File: config.mk
export PLATFORM = sky130hd
export DESIGN_NAME = fft_result_scanner
export DESIGN_NICKNAME = d
export VERILOG_FILES = /design/src/rtl/fft_result_scanner.sv
export SDC_FILE = /design/constraint.sdc
export NUM_CORES = 1
export LEC_CHECK = 0
export CORE_MARGIN = 5
export CORE_UTILIZATION = 37
export DETAILED_ROUTE_END_ITERATION = 16
export PLACE_DENSITY = 0.6
export SYNTH_ARGS = -nofsm -noshare
export SYNTH_HDL_FRONTEND = slang
export SYNTH_SLANG_ARGS = --single-unit
File: constraint.sdc
create_clock -name clk -period 15.6 [get_ports clk]
set_input_delay 1.56 -clock clk [delete_from_list [all_inputs] [get_ports clk]]
set_output_delay 1.56 -clock clk [all_outputs]
set_load 0.005 [all_outputs]
File: src/rtl/fft_result_scanner.sv
// Steps an N-point FFT result snapshot onto a half-word display bus.
// Define SCAN_MAG_EN to add a |re|+|im| slot per point (mag_sel output).
module fft_result_scanner #(
  parameter int N_POINTS = 8,
  parameter int WORD_W   = 32,
  parameter int TICK_DIV = 134217728
) (
  input  logic                          clk,
  input  logic                          reset,
  input  logic [N_POINTS*WORD_W-1:0]    results_in,
  input  logic                          results_valid,
  input  logic                          run,
  input  logic                          mode,
  input  logic                          step,
  input  logic                          loop_en,
  output logic [WORD_W/2-1:0]           array,
  output logic [$clog2(N_POINTS)-1:0]   point_idx,
  output logic                          half_sel,
  output logic                          busy,
  output logic                          done,
`ifdef SCAN_MAG_EN
  output logic                          mag_sel,
`endif
  output logic                          wrap
);

  localparam int HW = WORD_W / 2;
  localparam int IW = $clog2(N_POINTS);
  localparam int CW = $clog2(TICK_DIV);
`ifdef SCAN_MAG_EN
  localparam int SW = 2;
  localparam int NSUB = 3;
`else
  localparam int SW = 1;
  localparam int NSUB = 2;
`endif
  localparam logic [SW-1:0] SUB_LAST = SW'(NSUB - 1);
  localparam logic [IW-1:0] PT_LAST  = IW'(N_POINTS - 1);
  localparam logic [CW-1:0] CNT_LAST = CW'(TICK_DIV - 1);

  typedef enum logic [1:0] {
    IDLE,
    SCAN,
    DONE
  } state_t;

  state_t            state;
  logic [WORD_W-1:0] mem [N_POINTS];
  logic [SW-1:0]     sub;
  logic [CW-1:0]     cnt;
  logic              step_q;
  logic              auto_en;
  logic              tick;
  logic              adv;

`ifdef SCAN_MAG_EN
  // Halves are two's complement; -min needs one extra bit before summing.
  function automatic logic [HW-1:0] mag_of(input logic [WORD_W-1:0] w);
    logic [HW:0]   ar;
    logic [HW:0]   ai;
    logic [HW+1:0] sum;
    ar = {w[WORD_W-1], w[WORD_W-1:HW]};
    if (ar[HW]) ar = -ar;
    ai = {w[HW-1], w[HW-1:0]};
    if (ai[HW]) ai = -ai;
    sum = {1'b0, ar} + {1'b0, ai};
    if (sum > {2'b00, {HW{1'b1}}}) return '1;
    return sum[HW-1:0];
  endfunction

  assign mag_sel = (sub == 2'd2);
`endif

  assign half_sel = |sub;
  assign busy     = (state == SCAN);
  assign done     = (state == DONE);
  assign auto_en  = (state == SCAN) && !mode && run;
  assign tick     = (cnt == CNT_LAST);
  assign adv      = mode ? (step & ~step_q) : (auto_en & tick);

  always_ff @(posedge clk) begin
    if (reset) begin
      state     <= IDLE;
      sub       <= '0;
      point_idx <= '0;
      cnt       <= '0;
      step_q    <= step;
      array     <= '1;
      wrap      <= 1'b0;
    end else begin
      step_q <= step;
      wrap   <= 1'b0;
      if (results_valid) begin
        for (int k = 0; k < N_POINTS; k++)
          mem[k] <= results_in[k*WORD_W +: WORD_W];
        state     <= SCAN;
        sub       <= '0;
        point_idx <= '0;
        cnt       <= '0;
        array     <= results_in[WORD_W-1:HW];
      end else begin
        if (auto_en)
          cnt <= tick ? '0 : cnt + 1'b1;
        if (state == SCAN && adv) begin
          unique case (1'b1)
            (sub != SUB_LAST): begin
              sub <= sub + 1'b1;
`ifdef SCAN_MAG_EN
              if (sub == 2'd1)
                array <= mag_of(mem[point_idx]);
              else
                array <= mem[point_idx][HW-1:0];
`else
              array <= mem[point_idx][HW-1:0];
`endif
            end
            (sub == SUB_LAST && point_idx != PT_LAST): begin
              sub       <= '0;
              point_idx <= point_idx + 1'b1;
              array     <= mem[point_idx + 1'b1][WORD_W-1:HW];
            end
            (sub == SUB_LAST && point_idx == PT_LAST && loop_en): begin
              sub       <= '0;
              point_idx <= '0;
              array     <= mem[0][WORD_W-1:HW];
              wrap      <= 1'b1;
            end
            default: state <= DONE;
          endcase
        end
      end
    end
  end

endmodule

# After elaboration in Yosys (flattened, before gate mapping)

Memory sizes are Yosys's and may differ from the RTL's. A register that Yosys moved wholly into a read port is not among the register bits.
Index checks and enable logic that the tools add are counted.
Widths: inputs -> output; s select.

Memories: 1
Register bits: 51
Word-level logic and storage cells: 60
RAM bits: 256
Input port bits: 263

Memories:

| memory | depth | width | read ports | clocked after memory_dff | wr ports | RTL line | source |
|---|---|---|---|---|---|---|---|
| mem    | 8     | 32    | 3          | 1                        | 8        | 48       | `logic [WORD_W-1:0] mem [N_POINTS];` |

Eq/ne operators: 6
Muxes and demuxes: 16
Bitwise operators: 6
$add $sub $neg: 3
Reductions and logical operators: 20

Operator list:

| operator              | count |
|---|---|
| $pmux 16 s3           | 1 |
| $mux 16               | 2 |
| $add 27x1->27 const B | 1 |
| $eq 27x27->1 const B  | 1 |
| $mux 27               | 1 |
| $reduce_and 2->1      | 5 |
| $mux 1                | 8 |
| $logic_and 1x1->1     | 6 |
| $mux 3                | 2 |
| $pmux 3 s2            | 1 |
| $reduce_bool 2->1     | 3 |
| $reduce_or 3->1       | 2 |
| $not 1->1             | 4 |
| $reduce_bool 4->1     | 1 |
| $reduce_or 2->1       | 2 |
| $add 3x1->3 const B   | 1 |
| $eq 3x3->1 const B    | 1 |
| $ne 3x3->1 const B    | 1 |
| $and 1x1->1           | 2 |
| $eq 2x1->1 const B    | 1 |
| $eq 2x2->1 const B    | 1 |
| $ne 2x1->1 const B    | 1 |
| $pmux 1 s2            | 1 |
| $add 1x1->1 const B   | 1 |
| $logic_not 1->1       | 1 |

# Depth between registers and ports, before layout

Depth after elaboration: 9
Gate-level depth with buffers: 9
Gate-level depth less buffers: 7

# Worst setup path before layout

Ideal clock, no wire load.

Path type: input to register
Start: input results_valid
End: memory mem[0][0] (enable)
Arrival time: 13.000 ns
Stages on the path: 2
Required time: 14.696 ns
Buffers on the path: 1
Setup slack: 1.696 ns
Cell sequence: clkbuf_1 nor2b_1

RTL lines:

| element     | RTL line | source |
|---|---|---|
| from (decl) | 11       | `input logic results_valid,` |
| to (decl)   | 48       |  |

==> results.py <==
metrics = {
    "status": {
        "outcome": "complete, no violations",
    },
    "floorplan": {
        "core_um2": 33300,
        "num_io_pins": 286,
        "row_count": 67,
        "fp.dieH_um": 193,
        "fp.dieW_um": 193,
        "area_of_the_die_um2": 37300,
        "initial_utilization_pct": 37.2,
    },
    "worst_hold_path": {
        "hold_class": "register to register",
        "timing.hold.worst_path_depth": 2,
    },
    "cts": {
        "cts_max_path_buffers": 3,
        "clock_tree_from_tritoncts": "built",
        "post_cts_resized": 0,
        "cts.reportedPaths.clkPinSlew_ps": 50,
        "clock_sinks": 310,
        "root_buffer": "sky130_fd_sc_hd__clkbuf_16",
        "number_of_buffers_created_by_cts": 36,
        "worstSkewPairLatency_ps": 510,
        "postCtsSetupRepairBufs": 0,
        "cts_htree_levels": 2,
        "hold_buffers": 0,
    },
    "synth": {
        "synth_top_family_by_area": "multiplexers",
        "synth_warnings": 0,
        "mappedNetlistArea_um2": 12400,
        "async_reset_ff_share_pct": 0,
        "post_synth_xor_area_fraction_pct": 1.70,
        "post_synthesis_cells": 760,
        "syn_nets": 1026,
        "postSynth.topFlopCell": "sky130_fd_sc_hd__edfxtp_1",
        "ys_types": 48,
        "synth_seq_cells": 310,
        "area_fraction_in_compound_gates_after_synthesis_pct": 6.62,
        "share_of_synthesized_cell_area_in_and_or_nand_and_nor_gates_pct": 7.46,
        "synthAdderAreaFrac_pct": 0.303,
        "mean_area_per_synthesized_cell_um2": 16.3,
        "yosys-mux-area-fraction_pct": 11.2,
        "synth_edf_count": 256,
        "synth-seq-area-share_pct": 70.8,
    },
    "run": {
        "maxCapViolations": 0,
    },
    "placed_design": {
        "routability_cong": 0.759,
        "placedInstanceArea_um2": 15700,
        "io_buffers": 285,
        "numPlacedInstances": 1458,
        "hpwlAfterDp_um": 22500,
    },
    "layout": {
        "final_nets": 1314,
        "area_delta_synth_final_pct": 35.7,
        "fin_cells": 1526,
        "final_area_um2": 16800,
        "final_layout_size_suffix_gt1_share_pct": 14.1,
    },
    "setup_path": {
        "timing_worst_setup_path_type": "input pin to register",
        "cp.required_ps": 15730,
        "worst_r2r_path_depth": 8,
        "worst_ep_arrival_time_ps": 4750,
        "end_kind": "register",
        "crit_path_start_kind": "input pin",
        "critical_path.max_fanout": 81,
    },
    "sta": {
        "max_freq_ghz": 0.217,
        "final.period_utilization_pct": 29.6,
        "final-hold-violation-count": 0,
        "final.hold.worst_slack_ps": 466,
        "setup_repair_after_global_routing_missed_its_margin": "no",
        "worst_slew_margin_rel_pct": 30.2,
        "period_minus_slack_ps": 4610,
        "setup_viol_count_final": 0,
        "worst-slew-pin-transition_ps": 1050,
        "finalClockSkew_ps": 19.4,
        "drv_slew": 0,
        "setup-tns-final_ps": 0,
    },
    "pwr": {
        "power_leakage_uw": 0.00549,
        "ir_drop_v": 0.0000952,
        "power_density_nw_per_um2": 113,
    },
    "route": {
        "drc": 0,
        "routed_wl_um": 32000,
        "number_of_vias_after_detailed_routing": 7561,
        "firstDrtPassIters": 4,
        "viasPerCell": 4.95,
        "route.detailed.wl_per_inst_um": 20.9,
        "first_iter_violations": 321,
        "final_antenna_net_count": 0,
    },
    "global_routing": {
        "grt_antenna_before_repair": 6,
        "global_route.usage.total_pct": 16.6,
        "grt_overflow": 0,
        "first_pass_grt_wire_length_um": 47000,
        "grt_pass1_vias": 8023,
        "grt_max_degree": 82,
    },
}
metal layers:
metal / share of wire [%] / track usage [%] / wire (µm) / vias to the layer above
met4: 1.9 / 4.25 / 611 / 12
met5: 0.21 / 0 / 67 / -
met2: 45 / 26.1 / 14500 / 240
li1: - / - / - / 3593
met3: 8.0 / 5.19 / 2560 / 54
met1: 44 / 22.8 / 14200 / 3662
stage by stage:
stage / worst slack [ps] / total power [µW] / utilization, %
after floorplan: 1700 / 1030 / -
after global placement: 10530 / 1120 / 47.1
after detailed placement: 10420 / 1120 / 47.1
after CTS: 10970 / 1930 / 50.5
after global routing: 10780 / 1980 / 50.5
final: 10990 / 1910 / 50.5
path summary, 6_finish.rpt:
path | startpoint | end | slack [ps]
worst max register to register | point_idx[0] | array[4] | 12450
worst min-delay path | cnt[26] | cnt[26] | 470
worst max-delay path | reset | mem[4][12] | 10990
worst min register to register | cnt[26] | cnt[26] | 470
critical path, stage by stage:
cell                              delay, ps
sky130_fd_sc_hd__clkdlybuf4s50_1        400
sky130_fd_sc_hd__buf_4                  220
sky130_fd_sc_hd__nor2b_4                630
sky130_fd_sc_hd__buf_4                  920
sky130_fd_sc_hd__buf_4                  860
cell usage in the layout (no fill, tap or decap), types with 15 or more instances in the layout:
master,instances
sky130_fd_sc_hd__a211oi_1,19
sky130_fd_sc_hd__a31oi_1,18
sky130_fd_sc_hd__clkbuf_16,37
sky130_fd_sc_hd__clkdlybuf4s50_1,284
sky130_fd_sc_hd__dfxtp_1,52
sky130_fd_sc_hd__edfxtp_1,256
sky130_fd_sc_hd__mux2_2,42
sky130_fd_sc_hd__mux4_2,35
sky130_fd_sc_hd__nor2_1,51
sky130_fd_sc_hd__nor2b_1,37
sky130_fd_sc_hd__nor3_1,15
sky130_fd_sc_hd__o22ai_1,19
sky130_fd_sc_hd__o31ai_1,16
sky130_fd_sc_hd__xor2_1,17
sequential cells by signal, summed over array words and instances, names as in the netlist, named ones only:
| signal | flops |
|---|---|
| wrap | 1 |
| mem | 256 |
| state | 2 |
| point_idx | 3 |
| half_sel | 1 |
| step_q | 1 |
| cnt | 27 |
| array | 16 |
layout make-up:
cell class | instances | area, µm²
flip-flops and latches | 310 | 8770
well taps | 448 | 561
diodes | 2 | 5.00
clock inverters | 13 | 119
fillers | 2808 | 16500
clock buffers | 53 | 1020
inverters | 4 | 15.0
multi-input cells | 402 | 3420
repair buffers | 294 | 2920
synth_stat cells, drive strengths merged, types with 14 or more instances:
cell      n  share of area (%)
nor3     16               0.69
xor2     17                1.2
nor2b    39                2.0
edfxtp  256                 62
a211oi   19                1.2
clkbuf   17               0.51
dfxtp    54                8.7
buf      27                1.3
nor2     51                1.5
a31oi    19               0.96
o22ai    19               0.96
mux2     42                3.8
o31ai    16               0.97
nand2    14               0.42
mux4     35                6.4
report_power, final:
part | leakage, µW | switching, µW | internal [µW]
sequential | 0.00284 | 13.7 | 951
combinational | 0.00210 | 49.0 | 85.4
clock | 0.000550 | 321 | 485
total | 0.00549 | 384 | 1520
kinds of logic after synthesis:
kind of cell | after synthesis
XOR/XNOR | 24
AO/OA/AOI/OAI | 117
adder cells (fa/ha/maj) | 3
multiplexers | 90
flip-flops | 310
AND/OR/NAND/NOR | 168
buffers and inverters | 48
(Power assumes the default switching activity.)
